### src/rtl/dmx_pkg.sv
// Shared widths, types and constants for the DMX512 channel-value path.
package dmx_pkg;

  localparam int unsigned DMX_ADDR_W = 9;
  localparam int unsigned DMX_DATA_W = 8;

  typedef logic [DMX_ADDR_W-1:0] dmx_addr_t;
  typedef logic [DMX_DATA_W-1:0] dmx_data_t;

  localparam dmx_data_t DMX_START_CODE = 8'h00;

endpackage

### src/rtl/dmx_channel_lookup.sv
// Combinational priority decode of a DMX slot number into its channel value.
module dmx_channel_lookup
  import dmx_pkg::*;
#(
  parameter dmx_addr_t DIMMER_ADDR = 9'd2,
  parameter dmx_data_t DIMMER_VAL  = 8'd255
) (
  input  logic [DMX_ADDR_W-1:0] addr,
  input  logic [DMX_ADDR_W-1:0] pan_addr,
  input  logic [DMX_ADDR_W-1:0] tilt_addr,
  input  logic [DMX_DATA_W-1:0] pan,
  input  logic [DMX_DATA_W-1:0] tilt,
  output logic [DMX_DATA_W-1:0] data
);

  // Slot 0 is always the start code, even if a channel register points there.
  always_comb begin
    data = '0;
    if (addr == '0) begin
      data = DMX_START_CODE;
    end else if (addr == pan_addr) begin
      data = pan;
    end else if (addr == tilt_addr) begin
      data = tilt;
    end else if (addr == DIMMER_ADDR) begin
      data = DIMMER_VAL;
    end
  end

endmodule

### src/rtl/dmx_processor.sv
// Holds the latest pan/tilt result and answers DMX writer slot reads with a
// registered address/data pair.
module dmx_processor
  import dmx_pkg::*;
#(
  parameter dmx_addr_t PAN_ADDR_RST  = 9'd1,
  parameter dmx_addr_t TILT_ADDR_RST = 9'd3,
  parameter dmx_data_t PAN_RST       = 8'd128,
  parameter dmx_data_t TILT_RST      = 8'd128,
  parameter dmx_addr_t DIMMER_ADDR   = 9'd2,
  parameter dmx_data_t DIMMER_VAL    = 8'd255
) (
  input  logic       clk,
  input  logic       reset,
  input  logic [8:0] pan_addr,
  input  logic [8:0] tilt_addr,
  input  logic [7:0] pan,
  input  logic [7:0] tilt,
  input  logic       calc_ready,
  input  logic [8:0] request_addr,
  input  logic       request_pulse,
  output logic [8:0] addr_out,
  output logic [7:0] data_out
);

  dmx_addr_t pan_addr_q, pan_addr_d;
  dmx_addr_t tilt_addr_q, tilt_addr_d;
  dmx_data_t pan_q, pan_d;
  dmx_data_t tilt_q, tilt_d;
  dmx_addr_t addr_out_q, addr_out_d;
  dmx_data_t data_out_q, data_out_d;
  dmx_data_t lookup_data;

  // Decode runs on the registered table, so a same-cycle update is not seen.
  dmx_channel_lookup #(
    .DIMMER_ADDR (DIMMER_ADDR),
    .DIMMER_VAL  (DIMMER_VAL)
  ) u_lookup (
    .addr      (request_addr),
    .pan_addr  (pan_addr_q),
    .tilt_addr (tilt_addr_q),
    .pan       (pan_q),
    .tilt      (tilt_q),
    .data      (lookup_data)
  );

  always_comb begin
    pan_addr_d  = pan_addr_q;
    tilt_addr_d = tilt_addr_q;
    pan_d       = pan_q;
    tilt_d      = tilt_q;
    addr_out_d  = addr_out_q;
    data_out_d  = data_out_q;
    if (calc_ready) begin
      pan_addr_d  = pan_addr;
      tilt_addr_d = tilt_addr;
      pan_d       = pan;
      tilt_d      = tilt;
    end
    if (request_pulse) begin
      addr_out_d = request_addr;
      data_out_d = lookup_data;
    end
  end

  always_ff @(posedge clk or posedge reset) begin
    if (reset) begin
      pan_addr_q  <= PAN_ADDR_RST;
      tilt_addr_q <= TILT_ADDR_RST;
      pan_q       <= PAN_RST;
      tilt_q      <= TILT_RST;
      addr_out_q  <= '0;
      data_out_q  <= '0;
    end else begin
      pan_addr_q  <= pan_addr_d;
      tilt_addr_q <= tilt_addr_d;
      pan_q       <= pan_d;
      tilt_q      <= tilt_d;
      addr_out_q  <= addr_out_d;
      data_out_q  <= data_out_d;
    end
  end

  assign addr_out = addr_out_q;
  assign data_out = data_out_q;

endmodule

### config.mk
export PLATFORM = sky130hd
export DESIGN_NAME = dmx_processor
export DESIGN_NICKNAME = d
export VERILOG_FILES = /design/src/rtl/dmx_pkg.sv /design/src/rtl/dmx_channel_lookup.sv /design/src/rtl/dmx_processor.sv
export SDC_FILE = /design/constraint.sdc
export NUM_CORES = 1
export LEC_CHECK = 0
export CORE_MARGIN = 5
export CORE_UTILIZATION = 45
export DETAILED_ROUTE_END_ITERATION = 8
export GPL_TIMING_DRIVEN = 1
export PLACE_DENSITY = 0.81
export SLEW_MARGIN = 15
export SYNTH_ARGS = -nofsm -noshare
export SYNTH_HDL_FRONTEND = slang
export SYNTH_SLANG_ARGS = --single-unit
### constraint.sdc
create_clock -name clk -period 5.1 [get_ports clk]
set_clock_uncertainty 0.1 [all_clocks]
set_input_delay 1.02 -clock clk [delete_from_list [all_inputs] [get_ports clk]]
set_output_delay 1.02 -clock clk [all_outputs]
set_load 0.005 [all_outputs]
==> metrics.cfg <==
[sta]
tns_ps=0
worstMarginPinSlew_ps=856
rsz0062_at_grt=false
setup_viol=0
fmax_mhz=351
maxSlewHeadroom=0.429
finalCritPeriodShare=0.558
fin_crit_ps=2850
hold_violations=0
slew_viol_final=0

[floorplan]
io_pins=64
rows=25
die_height_um=81.1
die_w_um=81.1
coreArea_mm2=0.00482
initial_core_util=0.472
dieArea_mm2=0.00657

[clocking]
ctsHoldBuffers=0
clockRootBuffer=clkbuf_8
cts_max_path_buffers=2
cts_buffers=5
cts_htree_levels=2
clock-sinks=51
cts_resized=0
cts_tree=yes
cts.reportedPaths.clkPinSlew_ps=90
cts_setup_buffers=0
clk_latency_ps=300

[power]
p_leak_uw=0.00120
powerDensity_mw_per_mm2=271
ir_worst_vdd_mv=0.176
power_uw=827

[global_routing]
grt_pass1_vias=1653
globalRouteOverflowTotal=0
grt_pass1_wl_um=8240
grt_max_degree=52
gr-usage-all-layers=0.164
antenna_found_initial=0

[synthesis]
ys_seq_area_frac=0.564
yosysTopAreaCell=dfrtp_1
synth_most_common_cell=dfrtp_1
synth_mux_area_frac=0.213
syn_avg_cell_area_um2=13.6
mappedNetlistArea_mm2=0.00227
yosysWarnings=0
synth_simple_gate_area_share=0.0539
post_synth_main_area_contributors=dfrtp_1 51%, mux2_1 21%, xor2_1 6.2%
synth_cell_type_count=23
synth_fa_ha_area_frac=0
netlist_top_cells_count=46 x dfrtp_1, 43 x mux2_1, 16 x xor2_1
synth_seq_cells=51
synth_top_family_by_area=multiplexers
synth.top_cell.area_share=0.506
synth_edf_count=0
synth_nets=214
synth_compound_gate_area_share=0.0693
synthFlopType=dfrtp_1
async_reset_ff_frac=1.00
synthCells=167
synth_xor_xnor_area_share=0.0693

[routing]
viasPerCell=5.21
finalWirelength_um=5030
drtAntennaViolNets=0
drt_first_pass_iters=4
drt_iter0_markers=107
drc=0
num_vias=1553
avgRoutedWirePerCell_um=16.9

[final_layout]
antenna_cells=0
multi_input_area_um2=922
stdcell_area_mm2=0.00305
area_growth_syn_to_layout_pct=34.2
nNetsFinal=277
regArea_mm2=0.00128
drive_above_1_share=0.0823
utilization=0.633
fill_cells=398

[flow_run]
maxCapViolations=0

[run_status]
status=complete, no violations

[placed_design]
hpwlAfterDp_um=3730
placed_cell_area_mm2=0.00296
finalWeightedCongestion=0.749
portBuffers=63

[critical_path]
crit_arrival_ps=2950
path_class=primary input to flip-flop
crit_chain=clkdlybuf4s50_1 > nor4_1 > nand3_1 > a31oi_2 > a311oi_1 > o32ai_1
cpLargestDelayFamily=compound AO/OA/AOI/OAI gates
crit_slowest_cell=clkdlybuf4s50_1
end_kind=flip-flop
startpoint_type=primary input
path_buf_inv=1
crit_fanout=8
cp.required_ps=5200
ff2ff_setup_slack_ps=3080
cp_slowest_stage_delay_ps=500

[worst_hold_path]
min_path_type=flip-flop to flip-flop

power by group:
part           leakage (uW)  total, uW  switching [uW]  internal (uW)
logic              0.000555        133            54.6           78.5
clock network     0.0000402        230             134           95.6
registers          0.000609        464            22.3            442
worst reg2reg max path, cell delays in order (launching register included):
cell,delay (ps)
dfstp_2,540
xor2_1,90
nor3_4,390
a31oi_2,270
a311oi_1,340
o32ai_1,130
sequential cells by signal (all words and copies together), names as in the netlist:
| signal | flops |
|---|---|
| tilt_addr_q | 9 |
| addr_out | 9 |
| pan_addr_q | 9 |
| tilt_q | 8 |
| data_out | 8 |
| pan_q | 8 |
layout by cell type (no fill, tap or decap):
cell,instances
nand2_1,1
nor3_1,1
a31oi_2,1
o21ai_1,1
dfrtp_1,46
nand3_1,1
mux2_1,43
clkinv_2,2
nor4_1,2
a311oi_1,8
nand4_1,1
dfstp_2,5
buf_4,1
nor3_4,1
xnor2_1,2
nor2_1,9
o32ai_1,8
clkinvlp_4,2
xor2_1,16
nor4_2,2
and4_1,1
inv_1,8
clkbuf_8,5
clkdlybuf4s50_1,63
and2_1,1
routing by layer:
layer	part of all wire	up-vias	wire length, um	global-route usage
li1	-	725	-	-
met1	0.45	780	2270	0.222
met2	0.48	42	2420	0.264
met3	0.056	6	282	0.0366
met4	0.011	0	54	0.0490
met5	0	-	0	0
final timing paths:
check / from / end / cells after the start
max: request_addr[5] / data_out[5] / 6
min: addr_out[8] / addr_out[8] / 1
max reg2reg: tilt_addr_q[0] / data_out[5] / 5
min reg2reg: addr_out[8] / addr_out[8] / 1
max in group asynchronous: reset / pan_addr_q[6] / 2
min in group asynchronous: reset / tilt_addr_q[8] / 2
area by class of cell:
cell class                      count  area share
Tap cell                           67      0.0275
Timing Repair Buffer               64       0.209
Clock inverter                      3     0.00656
Clock buffer                        5      0.0226
Inverter                            9      0.0115
Sequential cell                    51       0.420
Multi-Input combinational cell     99       0.302
cell families after synthesis:
| logic type | after synthesis |
|---|---|
| buffers and inverters | 17 |
| xor gates and xnor gates | 18 |
| and+or+nand+nor | 20 |
| muxes | 43 |
| DFF | 51 |
| AOI/OAI and AO/OA | 18 |
metrics by stage:
step           setup slack (ps)  hold slack (ps)  cells
4_1_cts                    2260              396    298
3_3_place_gp               1990              370    290
2_1_floorplan              2760              359    167
6_report                   2250              396    298
3_5_place_dp               1930              375    290
5_1_grt                    2170              409    298
No activity file was read; power rests on OpenSTA's default activity.
